## src/rtl/prog_sequencer_pkg.sv

```systemverilog
// ---------------------------------------------------------------------------
// prog_seq_pkg
//   Shared definitions for the program sequencer: the FSM state encoding,
//   the number of programs in the series, the watchdog limit and the table
//   of program start addresses. The helper functions keep the table lookup
//   and the program-index wrap in one place.
// ---------------------------------------------------------------------------
package prog_seq_pkg;

  // Sequencer FSM states
  typedef enum logic [1:0] {
    IDLE = 2'd0,
    LOAD = 2'd1,
    RUN  = 2'd2,
    DONE = 2'd3
  } seq_state_t;

  // Number of programs run in series before prog_idx wraps back to 0
  localparam int NUM_PROGS = 3;

  // Watchdog: a program that has not halted after this many RUN cycles is
  // stopped and flagged with timeout
  localparam int MAX_CYCLES = 64;

  // Entry point of each program in instruction memory
  localparam int START_ADDR [0:NUM_PROGS-1] = '{0, 256, 512};

  // Start address for a program index; an index outside the table falls
  // back to address 0 so the fetch unit never jumps somewhere undefined
  function automatic int start_addr(input logic [1:0] idx);
    if (int'(idx) < NUM_PROGS) begin
      return START_ADDR[idx];
    end
    return 0;
  endfunction

  // Next program in the series, wrapping after the last one
  function automatic logic [1:0] next_idx(input logic [1:0] idx);
    if (int'(idx) >= NUM_PROGS - 1) begin
      return 2'd0;
    end
    return idx + 2'd1;
  endfunction

endpackage

```

## src/rtl/prog_sequencer_if.sv

```systemverilog
// ---------------------------------------------------------------------------
// prog_sequencer_if
//   Bundles the signals between the program sequencer, the fetch/decode
//   unit, the core and the bench that requests programs.
//
//   Driven towards the sequencer (master -> slave):
//     start        request to run the next program in the series
//     pc           current PC from the fetch unit
//     halt         decoder has seen a halt instruction at pc
//     core_br_en   core requests a taken branch
//     core_target  core branch destination
//   Driven by the sequencer (slave -> master):
//     branch_en    fetch-unit branch enable
//     target       fetch-unit branch target
//     run          program executing (gates core writes)
//     done         program finished, waiting for start
//     timeout      last program was stopped by the watchdog
//     prog_idx     index of the current or last program
//     cycles       RUN cycles of the current or last program
// ---------------------------------------------------------------------------
interface prog_sequencer_if #(
  parameter int PC_WIDTH  = 11,
  parameter int CYC_WIDTH = 16
);

  logic                 start;
  logic [PC_WIDTH-1:0]  pc;
  logic                 halt;
  logic                 core_br_en;
  logic [PC_WIDTH-1:0]  core_target;

  logic                 branch_en;
  logic [PC_WIDTH-1:0]  target;
  logic                 run;
  logic                 done;
  logic                 timeout;
  logic [1:0]           prog_idx;
  logic [CYC_WIDTH-1:0] cycles;

  // The environment side: bench, fetch unit and core
  modport master (
    output start, pc, halt, core_br_en, core_target,
    input  branch_en, target, run, done, timeout, prog_idx, cycles
  );

  // The sequencer side
  modport slave (
    input  start, pc, halt, core_br_en, core_target,
    output branch_en, target, run, done, timeout, prog_idx, cycles
  );

endinterface

```

## src/rtl/prog_sequencer_sat_counter.sv

```systemverilog
// ---------------------------------------------------------------------------
// sat_counter
//   Up-counter with synchronous clear and enable that sticks at all-ones
//   instead of wrapping, so a very long program never reports a small
//   cycle count.
//
//   Ports:
//     clk     clock, rising edge
//     reset   synchronous active-high reset, clears the count
//     clear   synchronous clear (lower priority than reset)
//     enable  count one step this cycle
//     count   current count value
// ---------------------------------------------------------------------------
module sat_counter #(
  parameter int WIDTH = 16
) (
  input  logic             clk,
  input  logic             reset,
  input  logic             clear,
  input  logic             enable,
  output logic [WIDTH-1:0] count
);

  // Clear wins over enable; once all-ones the count holds
  always_ff @(posedge clk) begin
    if (reset || clear) begin
      count <= '0;
    end else if (enable && (count != '1)) begin
      count <= count + WIDTH'(1);
    end
  end

endmodule

```

## src/rtl/prog_sequencer.sv

```systemverilog
// ---------------------------------------------------------------------------
// prog_sequencer
//   Runs a series of test programs on a core. Each start request loads the
//   next program's entry address into the fetch unit, lets the core run
//   until the decoder reports halt (or the watchdog expires), then freezes
//   the PC and waits for the next start.
//
//   Ports:
//     clk    clock, rising edge
//     reset  synchronous active-high reset, overrides everything
//     bus    prog_sequencer_if slave modport (handshake, fetch and core
//            signals, status outputs)
// ---------------------------------------------------------------------------
module prog_sequencer
  import prog_seq_pkg::*;
#(
  parameter int PC_WIDTH  = 11,
  parameter int CYC_WIDTH = 16
) (
  input logic             clk,
  input logic             reset,
  prog_sequencer_if.slave bus
);

  seq_state_t           state;
  logic                 run_q;
  logic                 done_q;
  logic                 timeout_q;
  logic [1:0]           idx_q;
  logic [CYC_WIDTH-1:0] cycle_count;

  logic                 count_clear;
  logic                 count_en;
  logic                 at_limit;

  // The count is zeroed while in LOAD so the new program starts from 0.
  // The halt cycle itself is not counted: halt at the n-th instruction
  // reports n cycles of useful work.
  assign count_clear = (state == LOAD);
  assign count_en    = (state == RUN) && !bus.halt;
  assign at_limit    = (cycle_count == CYC_WIDTH'(MAX_CYCLES - 1));

  sat_counter #(
    .WIDTH (CYC_WIDTH)
  ) u_cycle_counter (
    .clk    (clk),
    .reset  (reset),
    .clear  (count_clear),
    .enable (count_en),
    .count  (cycle_count)
  );

  // Sequencer FSM. run/done are decoded from the next state here so they
  // come straight out of flops. prog_idx moves only when a start is taken
  // from DONE; the very first start after reset runs program 0. timeout is
  // cleared in LOAD so it keeps describing the previous program through
  // DONE and the LOAD cycle.
  always_ff @(posedge clk) begin
    if (reset) begin
      state     <= IDLE;
      run_q     <= 1'b0;
      done_q    <= 1'b0;
      timeout_q <= 1'b0;
      idx_q     <= 2'd0;
    end else begin
      case (state)
        IDLE: begin
          if (bus.start) begin
            state <= LOAD;
            idx_q <= 2'd0;
          end
        end

        LOAD: begin
          state     <= RUN;
          run_q     <= 1'b1;
          timeout_q <= 1'b0;
        end

        RUN: begin
          if (bus.halt) begin
            state  <= DONE;
            run_q  <= 1'b0;
            done_q <= 1'b1;
          end else if (at_limit) begin
            state     <= DONE;
            run_q     <= 1'b0;
            done_q    <= 1'b1;
            timeout_q <= 1'b1;
          end
        end

        DONE: begin
          if (bus.start) begin
            state  <= LOAD;
            done_q <= 1'b0;
            idx_q  <= next_idx(idx_q);
          end
        end

        default: begin
          state  <= IDLE;
          run_q  <= 1'b0;
          done_q <= 1'b0;
        end
      endcase
    end
  end

  // Fetch-unit steering. Outside RUN the PC is held by branching to itself,
  // LOAD jumps to the program entry, and in RUN the core's branch request
  // passes straight through unless halt is seen, in which case the PC is
  // pinned at the halt instruction regardless of any core branch.
  always_comb begin
    bus.branch_en = 1'b1;
    bus.target    = bus.pc;
    case (state)
      LOAD: begin
        bus.target = PC_WIDTH'(start_addr(idx_q));
      end
      RUN: begin
        if (!bus.halt) begin
          bus.branch_en = bus.core_br_en;
          bus.target    = bus.core_target;
        end
      end
      default: begin
        bus.branch_en = 1'b1;
        bus.target    = bus.pc;
      end
    endcase
  end

  assign bus.run      = run_q;
  assign bus.done     = done_q;
  assign bus.timeout  = timeout_q;
  assign bus.prog_idx = idx_q;
  assign bus.cycles   = cycle_count;

endmodule

```

## src/flat_wrapper.sv

```systemverilog
// flat-port wrapper written by rule: the top's interface ports become plain ports
module prog_sequencer_flat import prog_seq_pkg::*;
#(
  parameter int PC_WIDTH  = 11,
  parameter int CYC_WIDTH = 16
)
  (clk, reset, bus_start, bus_pc, bus_halt, bus_core_br_en, bus_core_target, bus_branch_en, bus_target, bus_run, bus_done, bus_timeout, bus_prog_idx, bus_cycles);
  prog_sequencer_if #(.PC_WIDTH(PC_WIDTH), .CYC_WIDTH(CYC_WIDTH)) bus_i ();
  input logic clk;
  input logic reset;
  input wire logic [$bits(bus_i.start)-1:0] bus_start;
  input wire logic [$bits(bus_i.pc)-1:0] bus_pc;
  input wire logic [$bits(bus_i.halt)-1:0] bus_halt;
  input wire logic [$bits(bus_i.core_br_en)-1:0] bus_core_br_en;
  input wire logic [$bits(bus_i.core_target)-1:0] bus_core_target;
  output wire logic [$bits(bus_i.branch_en)-1:0] bus_branch_en;
  output wire logic [$bits(bus_i.target)-1:0] bus_target;
  output wire logic [$bits(bus_i.run)-1:0] bus_run;
  output wire logic [$bits(bus_i.done)-1:0] bus_done;
  output wire logic [$bits(bus_i.timeout)-1:0] bus_timeout;
  output wire logic [$bits(bus_i.prog_idx)-1:0] bus_prog_idx;
  output wire logic [$bits(bus_i.cycles)-1:0] bus_cycles;
  assign bus_i.start = bus_start;
  assign bus_i.pc = bus_pc;
  assign bus_i.halt = bus_halt;
  assign bus_i.core_br_en = bus_core_br_en;
  assign bus_i.core_target = bus_core_target;
  assign bus_branch_en = bus_i.branch_en;
  assign bus_target = bus_i.target;
  assign bus_run = bus_i.run;
  assign bus_done = bus_i.done;
  assign bus_timeout = bus_i.timeout;
  assign bus_prog_idx = bus_i.prog_idx;
  assign bus_cycles = bus_i.cycles;
  prog_sequencer #(.PC_WIDTH(PC_WIDTH), .CYC_WIDTH(CYC_WIDTH)) u_core (.clk(clk), .reset(reset), .bus(bus_i));
endmodule
```

## config.mk

```make
export PLATFORM = sky130hd
export DESIGN_NAME = prog_sequencer_flat
export DESIGN_NICKNAME = d
export VERILOG_FILES = /design/src/rtl/prog_sequencer_pkg.sv /design/src/rtl/prog_sequencer_if.sv /design/src/rtl/prog_sequencer_sat_counter.sv /design/src/rtl/prog_sequencer.sv /design/src/flat_wrapper.sv
export SDC_FILE = /design/constraint.sdc
export NUM_CORES = 1
export LEC_CHECK = 0
export ABC_AREA = 1
export CORE_AREA = 3 3 61 63
export CTS_BUF_LIST = sky130_fd_sc_hd__clkbuf_8
export DETAILED_ROUTE_END_ITERATION = 8
export DIE_AREA = 0 0 64 66
export GPL_ROUTABILITY_DRIVEN = 0
export GPL_TIMING_DRIVEN = 0
export HOLD_SLACK_MARGIN = 0.03
export PLACE_DENSITY_LB_ADDON = 0.08
export RECOVER_POWER = 50
export SLEW_MARGIN = 20
export SYNTH_ARGS = -nofsm -noshare
export SYNTH_HDL_FRONTEND = slang
export SYNTH_SLANG_ARGS = --single-unit
```

## constraint.sdc

```tcl
create_clock -name clk -period 3.2 [get_ports clk]
set_input_delay 0.32 -clock clk [delete_from_list [all_inputs] [get_ports clk]]
set_output_delay 0.32 -clock clk [all_outputs]
set_load 0.02 [all_outputs]
```

* Word-level counts from Yosys, hierarchy flattened *
Cells that the tools add are included.

cells by class
  add/subtract/negate cells = 2
  multiply operators = 0
  div/mod/pow operators = 0
  $lt $le $gt $ge = 3
  equal/unequal tests = 11
  shifts and indexed selects = 0
  muxes and demuxes = 33
  bitwise logic cells = 1
  reduce and logical (&&, ||, !) cells = 14

operators by type and width
  cell                                                                      count
  32-bit binary-select mux with 2-bit select                                1
  11-bit two-way mux                                                        5
  11-bit case mux with 2 select lines                                       1
  16-bit by 1-bit adder with 16-bit output (second input constant)          1
  16-bit by 6-bit == test with 1-bit output (second input constant)         1
  16-bit inequality test (second input constant)                            1
  1-bit two-way mux                                                         14
  2-bit two-way mux                                                         7
  3-bit AND reduction                                                       3
  2-bit inequality test (second input constant)                             3
  1-bit case mux with 2 select lines                                        3
  2-bit case mux with 3 select lines                                        1
  2-bit nonzero test                                                        3
  2-bit == test (second input constant)                                     2
  2-bit by 1-bit inequality test with 1-bit output (second input constant)  2
  2-bit case mux with 2 select lines                                        1
  2-bit AND reduction                                                       2
  3-bit greater-or-equal comparator (second input constant)                 1
  3-bit by 2-bit inequality test with 1-bit output (second input constant)  1
  2-bit NOT with 3-bit output                                               1
  2-bit by 1-bit adder with 2-bit output (second input constant)            1
  2-bit by 1-bit == test with 1-bit output (second input constant)          1
  2-bit greater-or-equal comparator (second input constant)                 1
  1-bit logical AND                                                         2
  5 further kinds                                                           5

word-level totals
  register bits = 23
  bits in latches = 0
  bits in writable memories = 0
  ROM bits = 0
  input bits = 27
  output and inout bits = 33
  word-level logic and storage cells = 70
  memories = 0

* Depth between registers and ports, before layout *
Gate-level depths: netlist of run 1.

  depth in word-level cells = 8
  gate-level depth with buffers = 11

* Modules after synthesis *
Synthesis of run 1 repeated with hierarchy kept, for this count alone.

second synthesis, totals
  cells, all modules = 258
  area total of the unflattened synthesis = 1655.3 µm²

by module, submodules not included
  module          times used  cells an instance  area an instance (µm²)
  sat_counter     1           149                950.9
  prog_sequencer  1           109                704.4

* Least setup slack after synthesis of run 1 *
Ideal clock, no wire load.

  kind = flip-flop to output port
  from = register u_core.state[0]
  to = output bus_target[0]
  arrival = 1.565 ns
  required time = 2.880 ns
  path slack = 1.315 ns
  stages on the path, launching flop included = 7
  cells stage by stage = dfxtp_1 -> inv_1 -> ha_1 -> inv_1 -> a21oi_1 -> clkbuf_1 -> o21ai_0

on the way
  longest elaborated chain between the ends = 2

ends and longest elaborated chain
  element                                                                           line                   RTL
  from (decl)                                                                       prog_sequencer.sv:25   seq_state_t state;
  from (signal assigned)                                                            prog_sequencer.sv:60   state <= IDLE;
  from (signal assigned)                                                            prog_sequencer.sv:69   state <= LOAD;
  from (signal assigned)                                                            prog_sequencer.sv:75   state <= RUN;
  2-bit == test / 2-bit by 1-bit == test with 1-bit output (equally long branches)  prog_sequencer.sv:117  case (state)
  11-bit case mux with 2 select lines (*)                                           prog_sequencer.sv:117
  to (decl)                                                                         flat_wrapper.sv:17     output wire logic [$bits(bus_i.target)-1:0] bus_target;

Every way passes the cells marked *; elsewhere a longest branch is shown, timed or not.

* Worst setup path after layout of run 1 *
  from = register u_core.state[0]
  to = output bus_target[6]

The elaborated chain is that of the path after synthesis.

==> results of run 1 <==
## layout make-up
| type | count | area share |
|---|---|---|
| Timing Repair Buffer | 58 | 0.258 |
| Tap cell | 46 | 0.0256 |
| Multi-Input combinational cell | 191 | 0.407 |
| Buffer | 6 | 0.0156 |
| Clock buffer | 3 | 0.0184 |
| Inverter | 41 | 0.0684 |
| Sequential cell | 23 | 0.205 |
| Clock inverter | 1 | 0.00223 |
## layer usage
metal	wire length, um	track usage	vias up
met5	0	0	-
met4	32	0.0377	0
met3	328	0.0680	4
met2	1820	0.347	53
met1	1740	0.230	749
li1	-	-	942
## state kept, by name, summed over array words and instances (netlist names)
signal,cells
u_core.bus.done,1
u_core.bus.prog_idx,2
u_core.u_cycle_counter.count,16
u_core.state,2
u_core.bus.timeout,1
u_core.bus.run,1
## per-stage QoR
stage / cell area [um^2] / util / setup slack [ns]
floorplan: 1560 / - / 1.32
global placement: 2200 / 0.670 / 0.685
detailed placement: 2200 / 0.670 / 0.690
CTS: 2250 / 0.685 / 0.400
global route: 2250 / 0.685 / 0.192
finish: 2250 / 0.685 / 0.424
## worst max-delay path, cell delays in order (launching register included)
cell	delay, ns
sky130_fd_sc_hd__dfxtp_1	0.42
sky130_fd_sc_hd__inv_1	0.09
sky130_fd_sc_hd__ha_1	0.37
sky130_fd_sc_hd__inv_1	0.08
sky130_fd_sc_hd__a21oi_1	0.22
sky130_fd_sc_hd__clkbuf_1	0.32
sky130_fd_sc_hd__o21ai_0	0.14
sky130_fd_sc_hd__clkdlybuf4s50_1	0.56
## kinds of logic after synthesis
logic type / after synthesis / synth area share
buffers and inverters: 47 / 0.121
AND/OR/NAND/NOR: 145 / 0.391
flip-flops: 23 / 0.294
AO/OA/AOI/OAI: 36 / 0.123
XOR/XNOR: 4 / 0.0224
adder cells (fa/ha/maj): 6 / 0.0480
## final timing paths
path	cells after the start	endpoint	startpoint	slack, ns
setup / recovery	7	bus_target[6]	u_core.state[0]	0.42
hold / removal	2	u_core.bus.done	reset	0.40
setup reg to reg	9	u_core.u_cycle_counter.count[12]	u_core.state[0]	1.54
hold reg to reg	2	u_core.bus.timeout	u_core.bus.timeout	0.45
## layout by cell type (no fill, tap or decap), types with 2 or more instances in the layout
cell type and count:
sky130_fd_sc_hd__xor2_1 3, sky130_fd_sc_hd__nand2_1 72, sky130_fd_sc_hd__nand4_1 5, sky130_fd_sc_hd__clkbuf_1 3, sky130_fd_sc_hd__dlygate4sd3_1 20, sky130_fd_sc_hd__dfxtp_1 23, sky130_fd_sc_hd__o21ai_0 14, sky130_fd_sc_hd__nor3_1 2
sky130_fd_sc_hd__a21oi_1 18, sky130_fd_sc_hd__nand2_2 2, sky130_fd_sc_hd__nor2_1 37, sky130_fd_sc_hd__nor2_2 2, sky130_fd_sc_hd__inv_1 41, sky130_fd_sc_hd__ha_1 6, sky130_fd_sc_hd__clkdlybuf4s50_1 38, sky130_fd_sc_hd__clkbuf_8 3
sky130_fd_sc_hd__nand3_1 21
## power by group
part | internal (mW) | leakage [nW] | switching (mW)
Clock | 0.0868 | 0.0255 | 0.0941
Combinational | 0.262 | 0.770 | 0.378
Sequential | 0.316 | 0.186 | 0.0275
==> results by stage, run 1 <==
Outcome:
- The flow ran to the end, and the final reports show no timing, DRC or antenna violations.

Cells and area:
- Counting the fill cells in the layout gives 306.
- The fraction of final layout cells with drive strength greater than 1 is 0.0464.
- The net count of the finished layout is between 300 and 400.
- Excluding fillers, the count of instances in the completed layout stands at approximately 370.
- The repair_antennas step left the layout with diodes totalling 0.
- The multi-input combinational cells in the finished layout cover a total of 915 um^2.
- The register area is about 460 um^2.
- Relative to the synthesized area, the layout overhead comes to 43.8%.

Detailed routing:
- The detailed-route vias per instance is 4.74.
- The detail route stage leaves a number of antenna-violating nets equal to 0.
- In the routed design, unresolved DRC markers number 0.
- The pre-antenna-repair detailed-routing pass consisted of 4 iterations.
- The final wirelength is between 3 and 4 mm.
- The via total after detailed routing is between 1500 and 2000.
- The number of DRC markers in iteration 0 is 70.
- The mean routed wirelength per cell is between 10 and 15 um.

CTS:
- Buffers added to address setup during post-CTS repair amount to 0.
- The level count of the clock H-tree is 1.
- Counting every sink on the clock net gives 23.
- The clock tree from TritonCTS is built.
- The clock root buffer master is sky130_fd_sc_hd__clkbuf_8.
- After clock tree synthesis, the clock-pin slew on the worst setup and hold paths is 0.08 ns.
- The clock latency reported for the late side of the worst-skew pair is 0.26 ns.
- The number of buffers inserted by hold repair at cts is 0.
- Gates resized during post-CTS repair numbered 0.
- The worst-case clock buffer depth is 2.
- Clock tree synthesis inserted a total of 3 buffers.

STA:
- The max-slew headroom at the worst pin is 0.705.
- The time the final worst path needs with I/O delays and setup is 2.78 ns.
- The number of slew-limit violations in the final report is 0.
- The final cycle utilization of the critical path is 0.868.
- The sum of negative setup slack is 0 ns.
- The worst clock skew on the final layout is around 0.0046 ns.
- The number of endpoints with negative hold slack in the final report was 0.
- The number of setup violations in the final report is 0.
- The fmax is around 0.36 GHz.
- Setup repair after global routing left no endpoint under its margin.
- The actual transition at the worst max-transition pin is about 0.44 ns.
- Final hold analysis gives a worst-case slack of roughly 0.40 ns.

Logic synthesis:
- By area the synthesized netlist is led by sky130_fd_sc_hd__dfxtp_1 (29%), sky130_fd_sc_hd__nand2_1 (17%), sky130_fd_sc_hd__inv_1 (9.8%).
- Of all flip-flops after synthesis, the portion carrying an async set or reset was 0.
- Synthesis handed over a netlist of between 200 and 300 instances.
- The count of state elements after synthesis is 23.
- By count the netlist is led by sky130_fd_sc_hd__nand2_1 (72), sky130_fd_sc_hd__inv_1 (41), sky130_fd_sc_hd__nor2_1 (37).
- The count of yosys warnings during synthesis is 0.
- The most used flip-flop cell after synthesis is sky130_fd_sc_hd__dfxtp_1.
- The largest area contributor in the synthesized netlist is sky130_fd_sc_hd__dfxtp_1.
- Counting flops with a built-in enable in the synthesized netlist gives 0.
- The sequential element share of the synthesized area is 0.294.
- A synthesized cell averages 5.99 um^2.
- The area of the mapped netlist is ~1600 um^2.
- The most repeated cell in the gate-level netlist after synthesis is sky130_fd_sc_hd__nand2_1.
- Synthesis produced a netlist with a net count of about 290.
- The unique cell type count in the Yosys netlist is 26.
- The share of the synthesized area in the top cell type is 0.294.

Pwr:
- After layout, the design draws a total of around 1.2 mW.
- The worst IR drop on VDD is approximately 0.33 mV.
- The leakage power is between 0.9 and 1 nW.
- For this design the ratio of total power to cell area is ~520 nW/um^2.

Global route:
- The first global-routing pass estimated 6.77 mm of wire.
- The overall fraction of global-route tracks in use is 0.197.
- The initial antenna violation count was 0.
- After global routing the overflow that remains totals 0.
- The via count of the first global-routing pass is 1643.
- The pin count of the biggest net entering global routing is 14.

Placed design:
- Summed over all nets, the half-perimeter wirelength after detailed placement is ~3.2 mm.
- Port buffering added slightly below 60 buffers.
- Including well taps, the total number of placed cells is between 300 and 400.

Die:
- The effective utilization at floorplan is 0.476.
- The number of top-level pins is 60.
- The area of the core is 3280 um^2.
- Row generation in the floorplan step produced 21 rows.
- The horizontal die dimension is between 60 and 70 um.
- The die is about 66 um tall.
- The die covers approximately 4200 um^2.

Critical path:
- The data arrival time at the worst-slack endpoint is between 2 and 2.5 ns.
- Data on the critical path is required at its endpoint by approximately 2.9 ns.
- The critical path is of the flip-flop to primary output type.
- The endpoint type of the worst setup path is a primary output.
- The largest fanout on the critical path is 10.
- The critical path launch point type is a flip-flop.

Worst hold path:
- The worst min-delay path category is input port to flip-flop.

Job:
- The max capacitance violation total is 0.
Power figures use the tool's default switching activity.
==> run 2: changes to the inputs <==
- GPL_TIMING_DRIVEN: 0 -> unset
==> run 2 against run 1 <==
Effect of this change:
- global-route usage grew 0.057 points
- via count rose by 2.1%
- largest power group unchanged
- final area shrank 0.50%
- worst hold slack better by 0.059 ns
- sequential power barely moved
==> results by stage, run 2 (synthesis results as in run 1) <==
Global route:
- The global-route wire length before repair is 6.83 mm (was 6.77 mm).
- The initial antenna violation count was 0 (unchanged).
- The pin count of the biggest net entering global routing was 21 (was 14).
- The overall fraction of global-route tracks in use is 0.197 (about the same).
- The total congestion overflow after global routing is 0 (unchanged).
- The via count of the first global-routing pass is 1693 (was 1643).

Critical path:
- Crit-path cells: inv_1 -> ha_1 -> inv_1 -> a21oi_1 -> buf_4 -> o21ai_0 -> clkdlybuf4s50_1 (was inv_1 -> ha_1 -> inv_1 -> a21oi_1 -> clkbuf_1 -> o21ai_0 -> clkdlybuf4s50_1).
- The cell repeated most along the worst path is sky130_fd_sc_hd__inv_1 (unchanged).
- The largest fanout on the critical path is 14 (was 10).
- The endpoint of the worst register-to-register path was u_core.u_cycle_counter.count[10] (was u_core.u_cycle_counter.count[12]).
- The startpoint of the worst register-to-register path is u_core.state[0] (unchanged).
- The endpoint type of the worst setup path is a primary output (unchanged).
- The critical path's slowest cell is sky130_fd_sc_hd__clkdlybuf4s50_1 (unchanged).
- The data arrival time at the worst-slack endpoint came to 2.39 ns (was 2.46 ns).
- The critical path launch point type is a flip-flop (unchanged).
- The worst setup path category is flip-flop to primary output (unchanged).
- The length in cells of the worst reg-to-reg path was 10 (was 9).
- The delay contributed by the slowest stage of the critical path is 0.63 ns (was 0.56 ns).
- The slack of the worst reg-to-reg path was 1.35 ns (was 1.54 ns).
- The endpoint required time on the critical path came to 2.88 ns (about the same).

STA:
- The number of setup violations in the final report is 0 (unchanged).
- The time the final worst path needs with I/O delays and setup is 2.71 ns (was 2.78 ns).
- The sum of negative setup slack is 0 ns (unchanged).
- The max-slew headroom at the worst pin is 0.692 (was 0.705).
- The actual transition at the worst max-transition pin is 0.462 ns (was 0.442 ns).
- The worst clock skew on the final layout is 0.00888 ns (was 0.00457 ns).
- The smallest hold slack is 0.459 ns (was 0.400 ns).
- The number of endpoints with negative hold slack in the final report is 0 (unchanged).
- The number of slew-limit violations in the final report is 0 (unchanged).
- The fmax is 0.369 GHz (was 0.360 GHz).
- The final cycle utilization of the critical path is 0.846 (was 0.868).
- Unrepaired setup endpoints after global routing: no (unchanged).

Worst hold path:
- The beginning of the worst hold path is u_core.bus.timeout (was reset).
- The hold path depth is 2 (unchanged).
- The destination of the worst hold path is u_core.bus.timeout (was u_core.bus.done).
- The worst min-delay path category is flip-flop to flip-flop (was input port to flip-flop).

Cells and area:
- The post-synthesis to final-layout area growth is 43.0% (was 43.8%).
- The count of inserted antenna diode cells is 0 (unchanged).
- The number of inserted filler cells in the final layout is 329 (was 306).
- The number of flip-flops under the largest register name came to 16 (unchanged).
- The fraction of final layout cells with drive strength greater than 1 came to 0.0406 (was 0.0464).
- The final core utilization is 0.681 (was 0.685).
- The summed area of non-filler cells in the final layout is 2240 um^2 (was 2250 um^2).
- The post-layout net count is 354 (was 357).
- The most common library cell in the layout ignoring fill and taps is sky130_fd_sc_hd__nand2_1 (unchanged).
- Leading cell types in the layout, fill and taps excluded: sky130_fd_sc_hd__nand2_1 (72), sky130_fd_sc_hd__inv_1 (42), sky130_fd_sc_hd__clkdlybuf4s50_1 (38) (was sky130_fd_sc_hd__nand2_1 (72), sky130_fd_sc_hd__inv_1 (41), sky130_fd_sc_hd__clkdlybuf4s50_1 (38)).
- The non-filler instance count after layout came to 366 (was 369).
- The top register by number of flip-flops is u_core.u_cycle_counter.count (unchanged).

Die:
- The area of the core is 3280 um^2 (unchanged).
- The number of top-level pins came to 60 (unchanged).
- The effective utilization at floorplan is 0.476 (unchanged).
- The total die area is 4220 um^2 (unchanged).
- The horizontal die dimension is 64 um (unchanged).
- The chip height is 66 um (unchanged).
- The row count is 21 (unchanged).

Detailed routing:
- The final wirelength came to 3.94 mm (was 3.92 mm).
- The via total after detailed routing is 1784 (was 1748).
- The remaining routing DRC violations is 0 (unchanged).
- The mean routed wirelength per cell is 10.8 um (was 10.6 um).
- The number of detailed-routing iterations run before antenna repair is 4 (unchanged).
- The number of nets still failing antenna checks after routing is 0 (unchanged).
- The detailed-route vias per instance is 4.87 (was 4.74).
- The number of DRC markers in iteration 0 was 88 (was 70).

CTS:
- The clock transition at the registers of the reported paths is 0.09 ns (was 0.08 ns).
- The clock root buffer master is sky130_fd_sc_hd__clkbuf_8 (unchanged).
- The level count of the clock H-tree is 1 (unchanged).
- The number of buffers inserted by hold repair at cts is 0 (unchanged).
- The clock latency reported for the late side of the worst-skew pair is 0.26 ns (about the same).
- The count of buffers added by post-CTS timing repair for setup is 0 (unchanged).
- The total CTS buffers is 3 (unchanged).
- The worst-case clock buffer depth is 2 (unchanged).
- The number of instances resized during post-cts repair is 0 (unchanged).
- The clock tree from TritonCTS is built (unchanged).
- The sink count of the clock tree is 23 (unchanged).

Pwr:
- The leakage power was 0.981 nW (was 0.982 nW).
- The worst IR drop on VDD is 0.343 mV (was 0.334 mV).
- The power density normalized to cell area is 517 nW/um^2 (about the same).

Placed design:
- The number of port buffers is 59 (was 58).
- The number of placed cells counting well taps is 362 (was 365).
- The half-perimeter wire length of the detailed placement result is 3.20 mm (was 3.16 mm).
- The placed standard-cell area is 2190 um^2 (was 2200 um^2).

Outcome:
- Status: finished, final reports clean (unchanged).

Job:
- The max capacitance violation total was 0 (unchanged).
[run 2: cell types whose count changed in the layout (fill, tap and decap cells not counted), sizes merged]
cell         delta
dlygate4sd3     +1
buf             -1
clkbuf          -3
inv             +1
clkinv          -1
[run 2: critical path: cells and delay by family (launching register included)]
family	cells	cell delay (ns)
compound gates	2	0.22
fa+ha+maj	1	0.47
flops	1	0.42
buf+inv	4	1.02
[run 2: worst max path at each step]
stage | from | end | depth (start not counted)
finish | u_core.state[0] | bus_target[8] | 7
global route | u_core.state[0] | bus_target[3] | 7
CTS | u_core.state[0] | bus_target[8] | 7
detailed placement | u_core.state[0] | bus_target[3] | 7
global placement | bus_halt | bus_target[9] | 7
floorplan | u_core.state[0] | bus_target[0] | 6
[run 2: final cells by class]
class                      count  area [um^2]  area share
clock buffer                   3         41.3      0.0185
clock inverter                 1         3.75     0.00168
inverter                      41          154      0.0688
multi-input combinational    191          915       0.409
sequential                    23          460       0.206
tap                           46         57.6      0.0257
timing repair buffer          61          606       0.271
[run 2: layer usage]
metal / vias to the layer above / GRT usage / part of all wire
li1: 938 / - / -
met1: 786 / 0.215 / 0.43
met2: 53 / 0.357 / 0.48
met3: 7 / 0.0697 / 0.084
met4: 0 / 0.0566 / 0.010
met5: - / 0 / 0
[run 2: through the flow]
step | power (mW) | setup slack, ns
final | 1.16 | 0.493
after global routing | 1.25 | 0.306
after CTS | 1.17 | 0.476
after detailed placement | 0.996 | 0.760
after global placement | 0.994 | 0.824
after floorplan | 0.726 | 1.32
[run 2: report_power, final]
group	total, mW	switching [mW]	internal [mW]
logic	0.636	0.371	0.265
clock network	0.178	0.0920	0.0856
registers	0.343	0.0269	0.316
total	1.16	0.490	0.666
==> run 3: changes to the inputs <==
- CORE_AREA: 3 3 61 63 -> 3 3 63 65
- DIE_AREA: 0 0 64 66 -> 0 0 66 68
- clock period: 3.2 -> 2.67 ns (I/O delays scaled with it)
==> run 3 against run 2 <==
Effect of this change:
- die area grew 6.3%
- sequential cell count is the same
- register-to-register slack lost 0.57 ns
- utilization shrank 1.3 points
- combinational power grew 25%
- largest cell class unchanged
==> results by stage, run 3 (synthesis results as in run 1) <==
Cells and area:
- Leading cell types in the layout, fill and taps excluded: sky130_fd_sc_hd__nand2_1 (72), sky130_fd_sc_hd__inv_1 (42), sky130_fd_sc_hd__clkdlybuf4s50_1 (38) (unchanged).
- The number of flip-flops under the largest register name came to 16 (unchanged).
- The count of inserted antenna diode cells is 0 (unchanged).
- The number of inserted filler cells in the final layout came to 315 (was 329).
- The most common library cell in the layout ignoring fill and taps is sky130_fd_sc_hd__nand2_1 (unchanged).
- The fraction of final layout cells with drive strength greater than 1 came to 0.0494 (was 0.0406).
- The post-layout net count is 358 (was 354).
- The post-synthesis to final-layout area growth is 44.7% (was 43.0%).
- The top register by number of flip-flops is u_core.u_cycle_counter.count (unchanged).

Detailed routing:
- The number of DRC markers in iteration 0 is 96 (was 88).
- The detailed-route vias per instance was 4.85 (was 4.87).
- The number of detailed-routing iterations run before antenna repair is 4 (unchanged).
- The mean routed wirelength per cell is 10.7 um (was 10.8 um).
- The final wirelength came to 3.97 mm (was 3.94 mm).
- The number of nets still failing antenna checks after routing came to 0 (unchanged).
- The remaining routing DRC violations is 0 (unchanged).
- The via total after detailed routing is 1794 (was 1784).

Job:
- The max capacitance violation total is 0 (unchanged).

Critical path:
- The cell repeated most along the worst path was sky130_fd_sc_hd__inv_1 (unchanged).
- The startpoint of the worst register-to-register path was u_core.u_cycle_counter.count[0] (was u_core.state[0]).
- The critical path's slowest cell is sky130_fd_sc_hd__clkdlybuf4s50_1 (unchanged).
- The endpoint required time on the critical path is 2.40 ns (was 2.88 ns).
- The family of cells with the greatest summed delay on the critical path is buffers and inverters (unchanged).
- Crit-path cells: inv_1 -> ha_1 -> inv_1 -> a21oi_1 -> buf_4 -> o21ai_0 -> clkdlybuf4s50_1 (unchanged).
- The data arrival time at the worst-slack endpoint was 2.16 ns (was 2.39 ns).
- The endpoint of the worst register-to-register path is u_core.u_cycle_counter.count[7] (was u_core.u_cycle_counter.count[10]).
- The slack of the worst reg-to-reg path is 0.78 ns (was 1.35 ns).
- The endpoint type of the worst setup path is a primary output (unchanged).
- The delay contributed by the slowest stage of the critical path was 0.63 ns (about the same).
- The largest fanout on the critical path is 12 (was 14).
- The buffering stage count on the worst path with inverters included is 4 (unchanged).
- The critical path launch point type is a flip-flop (unchanged).
- The length in cells of the worst reg-to-reg path is 7 (was 10).
- The worst setup path category is flip-flop to primary output (unchanged).

Outcome:
- Status: finished, final reports clean (unchanged).

STA:
- The time the final worst path needs with I/O delays and setup is approximately 2.4 ns.
- Unrepaired setup endpoints after global routing: no (unchanged).
- The worst clock skew on the final layout is 0.00678 ns (was 0.00888 ns).
- The final cycle utilization of the critical path is 0.909.
- The sum of negative setup slack is 0 ns (unchanged).
- The number of slew-limit violations in the final report is 0 (unchanged).
- The smallest hold slack was 0.451 ns (was 0.459 ns).
- The actual transition at the worst max-transition pin is 0.757 ns (was 0.462 ns).
- The max-slew headroom at the worst pin is 0.490 (was 0.692).
- The fmax is between 0.4 and 0.5 GHz.
- The number of endpoints with negative hold slack in the final report is 0 (unchanged).
- The number of setup violations in the final report came to 0 (unchanged).

Global route:
- The initial antenna violation count is 0 (unchanged).
- The pin count of the biggest net entering global routing is 21 (unchanged).
- The global-route wire length before repair was 6.67 mm (was 6.83 mm).
- The via count of the first global-routing pass came to 1581 (was 1693).
- The overall fraction of global-route tracks in use is 0.185 (was 0.197).
- The total congestion overflow after global routing is 0 (unchanged).

Pwr:
- The worst IR drop on VDD is 0.529 mV (was 0.343 mV).
- The leakage power came to 1.00 nW (was 0.981 nW).
- The reported net switching power is 0.605 mW (was 0.490 mW).
- The power density normalized to cell area was 628 nW/um^2 (was 517 nW/um^2).
- The combinational power share was 0.560 (was 0.550).
- The proportion of power drawn by the clock network is 0.152 (was 0.154).
- The switching power as a share of total power was 0.425 (was 0.424).
- The internal cell power is 0.817 mW (was 0.666 mW).
- The proportion of power drawn by flip-flops and latches is 0.289 (was 0.297).

Worst hold path:
- The destination of the worst hold path is u_core.bus.timeout (unchanged).
- The worst min-delay path category was flip-flop to flip-flop (unchanged).
- The beginning of the worst hold path is u_core.bus.timeout (unchanged).
- The hold path depth is 2 (unchanged).

CTS:
- The clock root buffer master is sky130_fd_sc_hd__clkbuf_8 (unchanged).
- The clock tree from TritonCTS is built (unchanged).
- The clock latency reported for the late side of the worst-skew pair is 0.27 ns (was 0.26 ns).
- The number of buffers inserted by hold repair at cts came to 0 (unchanged).
- The sink count of the clock tree is 23 (unchanged).
- The number of instances resized during post-cts repair is 0 (unchanged).
- The worst-case clock buffer depth was 2 (unchanged).
- The level count of the clock H-tree was 1 (unchanged).
- The clock transition at the registers of the reported paths is 0.08 ns (was 0.09 ns).
- The total CTS buffers is 3 (unchanged).

Placed design:
- The number of port buffers is 59 (unchanged).
- The half-perimeter wire length of the detailed placement result was 3.08 mm (was 3.20 mm).

Die:
- The row count is 21 (unchanged).
- The area of the core is 3390 um^2 (was 3280 um^2).
- The horizontal die dimension is 66 um (was 64 um).
- The number of top-level pins is 60 (unchanged).
- The chip height was 68 um (was 66 um).
- The total die area is 4490 um^2 (was 4220 um^2).
- The effective utilization at floorplan is 0.461 (was 0.476).
==> run 3: changes by cell type in the layout (fill, tap and decap cells not counted), sizes merged <==
cell  delta
buf      +4
==> run 3: repair_timing <==
item | in CTS | in global routing
hold endpoints to repair | 0 | 0
setup endpoints to repair | 0 | 3
buffers inserted | 0 | 3
==> run 3: cell type report <==
| type | instances | area [um^2] | share of cell area |
|---|---|---|---|
| tap | 46 | 57.6 | 0.0254 |
| timing repair buffer | 65 | 636 | 0.281 |
| clock buffer | 3 | 41.3 | 0.0182 |
| sequential | 23 | 460 | 0.203 |
| clock inverter | 1 | 3.75 | 0.00166 |
| multi-input combinational | 191 | 911 | 0.402 |
| inverter | 41 | 154 | 0.0680 |
==> run 3: worst max-delay path by stage <==
stage	startpoint	to	slack (ns)	cells past startpoint
after floorplan	u_core.state[0]	bus_target[0]	0.84	6
after global placement	bus_halt	bus_branch_en	0.39	5
after detailed placement	bus_halt	bus_target[9]	0.34	7
after CTS	u_core.state[0]	bus_target[9]	0.09	9
after global routing	u_core.state[0]	bus_target[8]	0.07	7
final	u_core.state[0]	bus_target[9]	0.24	7
==> run 3: tightest hold or removal path: cells and delay by family, from the launching register on <==
family,cells,cell delay (ns)
compound gates,1,0.05
flops,1,0.32
buf+inv,1,0.05
==> run 3: power by group through the flow <==
stage                     Sequential [mW]  Combinational (mW)  Clock [mW]
after floorplan                     0.443               0.427           0
after global placement              0.420               0.790           0
after detailed placement            0.419               0.794           0
after CTS                           0.411               0.800       0.222
after global routing                0.416               0.881       0.233
final                               0.410               0.796       0.215
==> run 3: per-layer routing <==
layer | track usage | routed length, um | share of wire | up-vias
met5 | 0 | 0 | 0 | -
met4 | 0.0457 | 37 | 0.0093 | 0
met3 | 0.0673 | 300 | 0.076 | 7
met2 | 0.312 | 1830 | 0.46 | 53
met1 | 0.226 | 1800 | 0.45 | 789
li1 | - | - | - | 945
==> run 3: through the flow <==
step | std cells | cell area, um^2 | setup WS [ns] | total power, mW | util
2_1_floorplan | 261 | 1560 | 0.838 | 0.870 | -
5_1_grt | 370 | 2260 | 0.0749 | 1.53 | 0.668
3_3_place_gp | 363 | 2200 | 0.392 | 1.21 | 0.649
3_5_place_dp | 363 | 2200 | 0.343 | 1.21 | 0.649
4_1_cts | 367 | 2240 | 0.0917 | 1.43 | 0.662
6_report | 370 | 2260 | 0.242 | 1.42 | 0.668
